**src/rtl/udp_rx_parser_pkg.sv**
```systemverilog
// Shared constants and FSM state encoding for the UDP receive parser
// (and the matching TX side).
package udp_rx_parser_pkg;

  localparam logic [7:0]  ETH_PREAMBLE  = 8'h55;
  localparam logic [7:0]  ETH_SFD       = 8'hD5;
  localparam logic [15:0] ETH_TYPE_IPV4 = 16'h0800;
  localparam logic [7:0]  IP_PROTO_UDP  = 8'h11;
  localparam logic [15:0] ETH_HEAD_LEN  = 16'd14;
  localparam logic [15:0] UDP_HEAD_LEN  = 16'd8;
  // IDLE consumes the first preamble byte, so the SFD lands on PREAMBLE byte index 6.
  localparam logic [15:0] PRE_SFD_IDX   = 16'd6;

  typedef enum logic [2:0] {
    S_IDLE,
    S_PREAMBLE,
    S_ETH_HEAD,
    S_IP_HEAD,
    S_UDP_HEAD,
    S_RX_DATA,
    S_RX_END
  } rx_state_t;

endpackage

```
**src/rtl/udp_ip_csum.sv**
```systemverilog
// Byte-wide 16-bit ones'-complement accumulator with end-around carry.
// o_sum already includes the byte presented this cycle.
module udp_ip_csum (
  input  logic        clk,
  input  logic        rst_n,
  input  logic        i_clear,
  input  logic        i_valid,
  input  logic [7:0]  i_byte,
  output logic [15:0] o_sum
);

  logic [15:0] r_sum;
  logic        r_hi;
  logic [15:0] w_base;
  logic        w_hi;
  logic [15:0] w_word;
  logic [16:0] w_add;

  // A clear restarts the sum with the current byte as the high half of a word.
  always_comb begin
    w_base = i_clear ? 16'd0 : r_sum;
    w_hi   = i_clear ? 1'b1  : r_hi;
    w_word = w_hi ? {i_byte, 8'h00} : {8'h00, i_byte};
    w_add  = {1'b0, w_base} + {1'b0, w_word};
    o_sum  = i_valid ? (w_add[15:0] + {15'd0, w_add[16]}) : r_sum;
  end

  always_ff @(posedge clk or negedge rst_n) begin
    if (!rst_n) begin
      r_sum <= 16'd0;
      r_hi  <= 1'b1;
    end else if (i_valid) begin
      r_sum <= o_sum;
      r_hi  <= ~w_hi;
    end
  end

endmodule

```
**src/rtl/udp_rx_parser.sv**
```systemverilog
// GMII RX parser: Ethernet II / IPv4 / UDP, streams UDP payload bytes.
// Define UDP_RX_IP_CSUM_EN to drop frames whose IPv4 header checksum fails.
module udp_rx_parser
  import udp_rx_parser_pkg::*;
#(
  parameter logic [47:0] BOARD_MAC = 48'h00_11_22_33_44_55,
  parameter logic [31:0] BOARD_IP  = {8'd192, 8'd168, 8'd0, 8'd2}
) (
  input  logic        gmii_rx_clk,
  input  logic        rst_n,
  input  logic        gmii_rx_dv,
  input  logic [7:0]  gmii_rxd,
  output logic        rec_en,
  output logic [7:0]  rec_data,
  output logic [15:0] rec_byte_num,
  output logic        rec_pkt_done,
  output logic        rec_pkt_err,
  output logic [47:0] src_mac,
  output logic [31:0] src_ip
);

  rx_state_t   r_state, w_state_nxt;
  logic [15:0] r_cnt;
  logic [47:0] r_shift;
  logic [47:0] r_src_mac_stg;
  logic [31:0] r_src_ip_stg;
  logic [3:0]  r_ihl;
  logic [15:0] r_udp_len;
  logic        r_rec_en, r_done, r_err;
  logic [7:0]  r_rec_data;
  logic [15:0] r_byte_num;
  logic [47:0] r_src_mac;
  logic [31:0] r_src_ip;
  logic        w_commit, w_done, w_err, w_data_en, w_csum_ok, w_ip_last;
  logic [15:0] w_ip_len_m1;

  assign w_ip_len_m1 = {10'd0, r_ihl, 2'b00} - 16'd1;
  assign w_ip_last   = (r_cnt == w_ip_len_m1);

`ifdef UDP_RX_IP_CSUM_EN
  logic [15:0] w_csum_sum;
  udp_ip_csum u_ip_csum (
    .clk    (gmii_rx_clk),
    .rst_n  (rst_n),
    .i_clear(r_state == S_IP_HEAD && r_cnt == 16'd0),
    .i_valid(r_state == S_IP_HEAD && gmii_rx_dv),
    .i_byte (gmii_rxd),
    .o_sum  (w_csum_sum)
  );
  assign w_csum_ok = (w_csum_sum == 16'hFFFF);
`else
  assign w_csum_ok = 1'b1;
`endif

  always_comb begin
    // NOTE: every signal driven here gets a default first so no latch is inferred.
    w_state_nxt = r_state;
    w_commit    = 1'b0;
    w_done      = 1'b0;
    w_err       = 1'b0;
    w_data_en   = 1'b0;
    case (r_state)
      S_IDLE:
        if (gmii_rx_dv) w_state_nxt = (gmii_rxd == ETH_PREAMBLE) ? S_PREAMBLE : S_RX_END;
      S_PREAMBLE:
        if (!gmii_rx_dv) w_state_nxt = S_IDLE;
        else if (r_cnt < PRE_SFD_IDX) begin
          if (gmii_rxd != ETH_PREAMBLE) w_state_nxt = S_RX_END;
        end else w_state_nxt = (gmii_rxd == ETH_SFD) ? S_ETH_HEAD : S_RX_END;
      S_ETH_HEAD:
        if (!gmii_rx_dv) w_state_nxt = S_IDLE;
        else if (r_cnt == 16'd6 && r_shift != BOARD_MAC && r_shift != '1) w_state_nxt = S_RX_END;
        else if (r_cnt == ETH_HEAD_LEN - 16'd1)
          w_state_nxt = ({r_shift[7:0], gmii_rxd} == ETH_TYPE_IPV4) ? S_IP_HEAD : S_RX_END;
      S_IP_HEAD:
        if (!gmii_rx_dv) w_state_nxt = S_IDLE;
        else if ((r_cnt == 16'd0 && (gmii_rxd[7:4] != 4'd4 || gmii_rxd[3:0] < 4'd5)) ||
                 (r_cnt == 16'd9 && gmii_rxd != IP_PROTO_UDP) ||
                 (r_cnt == 16'd19 && {r_shift[23:0], gmii_rxd} != BOARD_IP))
          w_state_nxt = S_RX_END;
        else if (r_cnt != 16'd0 && w_ip_last) w_state_nxt = w_csum_ok ? S_UDP_HEAD : S_RX_END;
      S_UDP_HEAD:
        if (!gmii_rx_dv) w_state_nxt = S_IDLE;
        else if (r_cnt == UDP_HEAD_LEN - 16'd1) begin
          if (r_udp_len < UDP_HEAD_LEN) begin
            w_err       = 1'b1;
            w_state_nxt = S_RX_END;
          end else begin
            w_commit = 1'b1;
            if (r_udp_len == UDP_HEAD_LEN) begin
              w_done      = 1'b1;
              w_state_nxt = S_RX_END;
            end else w_state_nxt = S_RX_DATA;
          end
        end
      S_RX_DATA:
        if (!gmii_rx_dv) begin
          w_err       = 1'b1;
          w_state_nxt = S_IDLE;
        end else begin
          w_data_en = 1'b1;
          if (r_cnt == r_byte_num - 16'd1) begin
            w_done      = 1'b1;
            w_state_nxt = S_RX_END;
          end
        end
      S_RX_END:
        if (!gmii_rx_dv) w_state_nxt = S_IDLE;
      default: w_state_nxt = S_IDLE;
    endcase
  end

  always_ff @(posedge gmii_rx_clk or negedge rst_n) begin
    if (!rst_n) begin
      r_state       <= S_IDLE;
      r_cnt         <= 16'd0;
      r_shift       <= 48'd0;
      r_src_mac_stg <= 48'd0;
      r_src_ip_stg  <= 32'd0;
      r_ihl         <= 4'd5;
      r_udp_len     <= 16'd0;
      r_rec_en      <= 1'b0;
      r_rec_data    <= 8'd0;
      r_done        <= 1'b0;
      r_err         <= 1'b0;
      r_byte_num    <= 16'd0;
      r_src_mac     <= 48'd0;
      r_src_ip      <= 32'd0;
    end else begin
      // NOTE: non-blocking assignments so every register samples pre-edge values.
      r_state  <= w_state_nxt;
      r_rec_en <= w_data_en;
      r_done   <= w_done;
      r_err    <= w_err;
      if (w_state_nxt != r_state) r_cnt <= 16'd0;
      else if (gmii_rx_dv)        r_cnt <= r_cnt + 16'd1;
      if (gmii_rx_dv) r_shift <= {r_shift[39:0], gmii_rxd};
      if (w_data_en)  r_rec_data <= gmii_rxd;
      // Sender fields are staged while the header streams past and only published on acceptance.
      if (r_state == S_ETH_HEAD && gmii_rx_dv && r_cnt == 16'd12) r_src_mac_stg <= r_shift;
      if (r_state == S_IP_HEAD  && gmii_rx_dv && r_cnt == 16'd16) r_src_ip_stg  <= r_shift[31:0];
      if (r_state == S_IP_HEAD  && gmii_rx_dv && r_cnt == 16'd0)  r_ihl <= gmii_rxd[3:0];
      if (r_state == S_UDP_HEAD && gmii_rx_dv && r_cnt == 16'd5)
        r_udp_len <= {r_shift[7:0], gmii_rxd};
      if (w_commit) begin
        r_byte_num <= r_udp_len - UDP_HEAD_LEN;
        r_src_mac  <= r_src_mac_stg;
        r_src_ip   <= r_src_ip_stg;
      end
    end
  end

  assign rec_en       = r_rec_en;
  assign rec_data     = r_rec_data;
  assign rec_byte_num = r_byte_num;
  assign rec_pkt_done = r_done;
  assign rec_pkt_err  = r_err;
  assign src_mac      = r_src_mac;
  assign src_ip       = r_src_ip;

endmodule

```
**config.mk**
```make
export PLATFORM = sky130hd
export DESIGN_NAME = udp_rx_parser
export DESIGN_NICKNAME = d
export VERILOG_FILES = /design/src/rtl/udp_rx_parser_pkg.sv /design/src/rtl/udp_ip_csum.sv /design/src/rtl/udp_rx_parser.sv
export SDC_FILE = /design/constraint.sdc
export NUM_CORES = 1
export LEC_CHECK = 0
export CAP_MARGIN = 20
export CORE_UTILIZATION = 57
export CTS_CLUSTER_SIZE = 10
export DETAILED_ROUTE_END_ITERATION = 7
export PLACE_DENSITY = 0.8
export SLEW_MARGIN = 30
export SYNTH_ARGS = -nofsm -noshare
export SYNTH_HDL_FRONTEND = slang
export SYNTH_HIERARCHICAL = 1
export SYNTH_SLANG_ARGS = --single-unit
```
**constraint.sdc**
```tcl
create_clock -name gmii_rx_clk -period 3.65 [get_ports gmii_rx_clk]
set_input_delay 1.095 -clock gmii_rx_clk [delete_from_list [all_inputs] [get_ports gmii_rx_clk]]
set_output_delay 1.095 -clock gmii_rx_clk [all_outputs]
set_load 0.05 [all_outputs]
```
==> results.cfg, run 1 <==
[critical_path]
crit_chain = clkdlybuf4s50_1 -> nor4_2 -> nand4_1 -> buf_4 -> nor4_2 -> o221ai_1 -> a211oi_2 -> buf_4 -> o211ai_4 -> buf_4 -> nor4_1
r2r-end = r_cnt[15]
critPathCaptureType = flip-flop
path_buf_inv = 4
slowest_stage = clkdlybuf4s50_1
r2r_setup_slack_ns = 0.39
arrival_ns = 3.82
reg2reg_from = rec_byte_num[0]
critPathMaxStageDelay_ns = 0.55
reg2reg_depth = 8
critPathRequiredTime_ns = 4.10
critical_path_class = in -> reg
cp-start-kind = input pin
crit_top_cell = buf_4
crit_fanout = 5
crit_family = simple AND/OR/NAND/NOR gates

[detailed_routing]
drt-vias-per-instance = 5.82
postRouteWirelength_mm = 30.2
vias = 8871
drc = 0
drtIter0Drc = 530
dr.pass1.iters = 4
wl_per_cell_um = 19.8
antenna_left = 0

[global_route]
grtUsageTotal_pct = 28.9
grt_pass1_vias = 9041
grt_max_degree = 66
grt_overflow_total = 0
antenna_found_initial = 0
grt_pass1_wl_mm = 49.3

[logic_synthesis]
ys_seq_elements = 274
syn_area_per_cell_um2 = 10.9
ys_types = 60
synthCells = 1106
yosysWarningCount = 6
syn_nets = 1124
synth_ff_type = dfrtp_1
ys_seq_area_share_pct = 56.7
synth_edf_count = 0
synthesis.area_mm2 = 0.0121
synth-async-reset-ratio_pct = 100

[floorplanning]
die_w_um = 148
die_h_um = 148
die_area_mm2 = 0.0218
core_region_area_mm2 = 0.0205
start_util_pct = 59.0
row_count = 52
num_io_pins = 118

[pwr]
p_int_mw = 4.98
finalPower_mw = 6.59
powerDensity_mw_per_mm2 = 450
clkPwrFrac_pct = 42.1
power_frac_comb_pct = 6.2
power_switching_mw = 1.61
p_seq_share_pct = 51.7
vdd_drop_max_mv = 0.386
leakagePower_nw = 7.10
swShare_pct = 24.4

[layout]
utilization_pct = 71.5
final_nets = 1260
multi_input_area_mm2 = 0.00498
syn2layout_area_growth_pct = 21.1
seq_area_mm2 = 0.00686
fillers = 1482
final_area_mm2 = 0.0146
drive_above_1_share_pct = 20.2

[cts]
cts_buffers = 31
clk_latency_ns = 0.57
cts_buffer_depth = 3
clk_pin_slew_ns = 0.06
cts_tree = done
post_cts_buffers = 0
clock-sinks = 274
htree_levels = 1
root_buffer = clkbuf_16

[sta]
worst_slew_pin_slew_ns = 0.663
hold_viol_final = 0
final.period_utilization_pct = 92.2
drv_slew = 0
fmax_mhz = 297
skew_ns = 0.0130
period_minus_slack_ns = 3.37
relSlewSlack_pct = 55.2
setup_violations = 0
rsz0062_at_grt = no

[placed_design]
port-buffer-count = 117
dpl.hpwl_mm = 20.6
routabilityCongestion = 0.915
placed_cell_area_mm2 = 0.0137

[worst_hold_path]
hp-start = src_ip[4]
hp-class = reg -> reg
whs_path_depth = 2
worstHoldEndpoint = src_ip[4]

[status]
status = complete, no violations

[job]
maxCapViolCount = 0
[sequential cells by signal (all words and copies together) (netlist names)]
register	count
r_cnt	16
r_ihl	4
r_shift	48
r_src_ip_stg	32
r_src_mac_stg	48
r_state	3
r_udp_len	16
rec_byte_num	16
rec_data	8
rec_en	1
rec_pkt_done	1
rec_pkt_err	1
src_ip	32
src_mac	48
[synth_stat cells, drive strengths merged (4+ instances only)]
cell type  number  area share [%]
or3             7            0.36
xnor2          38             2.8
mux2          147              14
nor2           24            0.74
nor3           34             1.8
buf            13            0.66
inv            15            0.47
clkbuf         39             1.2
ha              7            0.72
nand4          20             1.0
nor2b           4            0.21
o21ai          26             1.1
nor3b           5            0.31
xor2           15             1.1
and3            5            0.26
a21oi           6            0.25
nor4b           4            0.29
nand3          25             1.1
or2             4            0.21
nor4           27             1.5
a211oi          4            0.29
nand2         314             9.7
dfrtp         272              56
[how the worst max path moves through the flow]
stage	start	to	slack [ns]	depth (start not counted)
floorplan	gmii_rxd[7]	r_cnt[5]	0.39	10
global route	gmii_rxd[7]	r_cnt[3]	0.04	11
CTS	gmii_rxd[7]	r_cnt[2]	0.09	11
global placement	gmii_rxd[7]	r_cnt[4]	-0.36	11
finish	gmii_rxd[7]	r_cnt[2]	0.28	11
detailed placement	gmii_rxd[7]	r_cnt[4]	-0.50	11
[per-stage QoR]
step,TNS (ns),worst slack [ns],std cells,hold WS [ns]
2_1_floorplan,0,0.393,1106,0.441
3_3_place_gp,-4.79,-0.363,1479,0.449
3_5_place_dp,-6.85,-0.502,1479,0.455
4_1_cts,0,0.0922,1523,0.468
5_1_grt,0,0.0387,1523,0.493
6_report,0,0.283,1524,0.465
[per-layer routing]
| metal | GRT usage, % | wire [um] |
|---|---|---|
| met5 | 0 | 0 |
| met4 | 10.9 | 953 |
| met3 | 3.36 | 1630 |
| met2 | 47.5 | 14600 |
| met1 | 39.9 | 13000 |
[worst register-to-register path, stage by stage (launching register included)]
cell       delay, ns
dfrtp_1         0.45
or4_1           0.63
or3_1           0.40
a2111oi_2       0.38
o2111ai_1       0.17
nor4_2          0.40
and2_1          0.25
o311a_4         0.36
nor3_1          0.11
[kinds of logic after synthesis]
group,share of synthesized area (%)
compound gates,3.19
xor+xnor,3.84
fa+ha+maj,0.724
buf+inv,2.37
flops,56.7
mux,13.9
simple gates,19.2
[placed cells by master, fill, tap and decap left out, types with 4 or more instances in the layout]
cell type        instances
inv_1                   15
nand2_1                312
xnor2_1                 38
nor3_1                  24
xor2_1                  15
buf_4                   32
and3_1                   5
nor2_1                  24
nor4b_1                  4
clkbuf_16               31
clkbuf_1                10
or3_1                    7
buf_12                   6
mux2_2                 147
or2_2                    4
nor2b_1                  4
nor4_2                   4
nand4_1                 20
o21ai_0                 26
a21oi_1                  6
ha_1                     7
nor3_2                  10
nor3b_1                  5
nand3_1                 24
dfrtp_1                272
clkdlybuf4s50_1        115
nor4_1                  23
[power by group through the flow]
stage	clock network, mW	logic, mW	registers, mW
6_report	2.77	0.407	3.41
3_3_place_gp	0	0.392	3.44
2_1_floorplan	0	0.251	3.33
4_1_cts	2.82	0.408	3.40
3_5_place_dp	0	0.404	3.45
5_1_grt	2.93	0.445	3.42
[timing repair]
action / in CTS / in global routing
hold buffers: 0 / 0
endpoints found under the setup margin: 0 / 14
resized for setup: 0 / 3
[final cells by class]
cell class / count / share of cell area, %
flip-flops and latches: 274 / 46.8
multi-input cells: 764 / 34.0
repair buffers: 155 / 10.5
clock buffers: 42 / 5.65
well taps: 270 / 2.31
inverters: 16 / 0.410
clock inverters: 2 / 0.342
diodes: 1 / 0.0171
Note: power is estimated with default switching activity, not from simulation.
==> run 2: changes to the inputs <==
--- a/config.mk
+++ b/config.mk
@@ -6,6 +6,7 @@
 export NUM_CORES = 1
 export LEC_CHECK = 0
 export CAP_MARGIN = 20
+export CORE_ASPECT_RATIO = 1.1
 export CORE_UTILIZATION = 57
 export CTS_CLUSTER_SIZE = 10
 export DETAILED_ROUTE_END_ITERATION = 7
==> run 2 against run 1 <==
Compared with the run above:
- register-to-register slack hardly changed
- critical path depth stayed put
- cell count grew 0.46%
- count of clock-buffer cells in the layout decreased by 3
- first-iteration DRC count grew 4.0%
- clock skew up 0.00086 ns
- combinational power down 3%
- sequential cell count unchanged
- fmax decreased by 4.4%
- total power grew 2.3%
- worst hold slack got worse by 0.0079 ns
- critical endpoint is now r_cnt[0]
- largest cell class unchanged
- highest routed layer unchanged
==> results.cfg, run 2 (synthesis results as in run 1) <==
[detailed_routing]
antenna_left = 0
vias = 8817
dr.pass1.iters = 5
drc = 0
postRouteWirelength_mm = 29.9
drt-vias-per-instance = 5.76
wl_per_cell_um = 19.5
drtIter0Drc = 551

[sta]
fmax_mhz = 284
setup_violations = 0
worst_slew_pin_slew_ns = 0.722
relSlewSlack_pct = 51.7
hold_viol_final = 0
period_minus_slack_ns = 3.52
final.period_utilization_pct = 96.5
drv_slew = 0
rsz0062_at_grt = no
skew_ns = 0.0139

[critical_path]
reg2reg_from = rec_byte_num[3]
arrival_ns = 3.91
critPathRequiredTime_ns = 4.04
r2r-end = r_cnt[0]
r2r_setup_slack_ns = 0.40
critPathCaptureType = flip-flop
crit_fanout = 5
reg2reg_depth = 8
critical_path_class = in -> reg
cp-start-kind = input pin

[cts]
cts_buffer_depth = 3
clk_latency_ns = 0.51
ctsHoldBuffers = 0
root_buffer = clkbuf_16
cts_resized = 0
cts_tree = done
clk_pin_slew_ns = 0.05
htree_levels = 2
post_cts_buffers = 0
clock-sinks = 274
cts_buffers = 34

[status]
status = complete, no violations

[layout]
final_nets = 1257
utilization_pct = 71.0
antenna_cells = 0
drive_above_1_share_pct = 20.2
syn2layout_area_growth_pct = 21.6
fin_cells = 1531
final_common_cell = nand2_1
layout_common_cells = nand2_1 (312), dfrtp_1 (272), mux2_2 (147), clkdlybuf4s50_1 (115), xnor2_1 (38)

[worst_hold_path]
hp-class = reg -> reg
whs_path_depth = 2
hp-start = r_src_mac_stg[11]
worstHoldEndpoint = src_mac[11]

[pwr]
vdd_drop_max_mv = 0.357
leakagePower_nw = 7.13
powerDensity_mw_per_mm2 = 458

[global_route]
grt_pass1_wl_mm = 48.3
grt_pass1_vias = 9043
grtUsageTotal_pct = 28.4
grt_overflow_total = 0
antenna_found_initial = 0
grt_max_degree = 83

[floorplanning]
row_count = 55
start_util_pct = 58.4
die_h_um = 155
die_w_um = 141
num_io_pins = 118
core_region_area_mm2 = 0.0207
die_area_mm2 = 0.0218

[placed_design]
place_inst = 1488
port-buffer-count = 117
dpl.hpwl_mm = 20.2
routabilityCongestion = 0.873

[job]
maxCapViolCount = 0
run 2: critical path, cell delays in order:
cell and delay [ns]:
clkdlybuf4s50_1 0.54, nor4_1 0.31, buf_4 0.16, nand4_1 0.13
or4b_1 0.57, o22ai_1 0.24, a31oi_1 0.11, o211ai_1 0.19
o211ai_4 0.12, buf_4 0.17, nor4_1 0.27
run 2: worst max path at each step:
stage	startpoint	endpoint	slack, ns	cells after the start
after floorplan	gmii_rxd[7]	r_cnt[5]	0.39	10
after global placement	gmii_rxd[6]	r_cnt[15]	-0.24	11
after detailed placement	gmii_rxd[6]	r_cnt[0]	-0.37	12
after CTS	gmii_rxd[6]	r_cnt[0]	0.15	12
after global routing	gmii_rxd[6]	r_cnt[4]	0.02	11
final	gmii_rxd[6]	r_cnt[0]	0.13	11
run 2: report_power, final:
group / internal [mW] / switching [mW]
logic: 0.191 / 0.203
clock network: 1.74 / 1.19
registers: 3.16 / 0.247
total: 5.10 / 1.64
run 2: final cells by class:
class | count | area [um^2]
fill | 1459 | 6010
sequential | 274 | 6860
inverter | 16 | 60.1
multi-input combinational | 764 | 4970
clock inverter | 4 | 42.5
clock buffer | 39 | 901
timing repair buffer | 149 | 1510
tap | 285 | 357
run 2: through the flow:
stage	instance area, um^2	TNS (ns)	hold WS (ns)	power [mW]	worst slack (ns)
4_1_cts	14700	0	0.464	6.79	0.153
2_1_floorplan	12100	0	0.441	3.58	0.393
3_5_place_dp	13700	-4.63	0.456	3.85	-0.369
5_1_grt	14700	0	0.488	6.97	0.0177
6_report	14700	0	0.457	6.74	0.127
3_3_place_gp	13700	-3.66	0.445	3.84	-0.239
run 2: routing by layer:
layer,vias up,track usage [%],wire (um)
li1,4034,-,-
met1,4448,35.8,12300
met2,258,49.7,15300
met3,77,4.58,1370
met4,0,10.2,893
met5,-,0,0
==> run 3: changes to the inputs <==
--- a/config.mk
+++ b/config.mk
@@ -5,13 +5,12 @@
 export SDC_FILE = /design/constraint.sdc
 export NUM_CORES = 1
 export LEC_CHECK = 0
-export CAP_MARGIN = 20
+export CAP_MARGIN = 25
 export CORE_ASPECT_RATIO = 1.1
 export CORE_UTILIZATION = 57
 export CTS_CLUSTER_SIZE = 10
 export DETAILED_ROUTE_END_ITERATION = 7
 export PLACE_DENSITY = 0.8
-export SLEW_MARGIN = 30
 export SYNTH_ARGS = -nofsm -noshare
 export SYNTH_HDL_FRONTEND = slang
 export SYNTH_HIERARCHICAL = 1
==> results of run 3 <==
No change in the layout: final DEF, timing and power equal those of run 2.
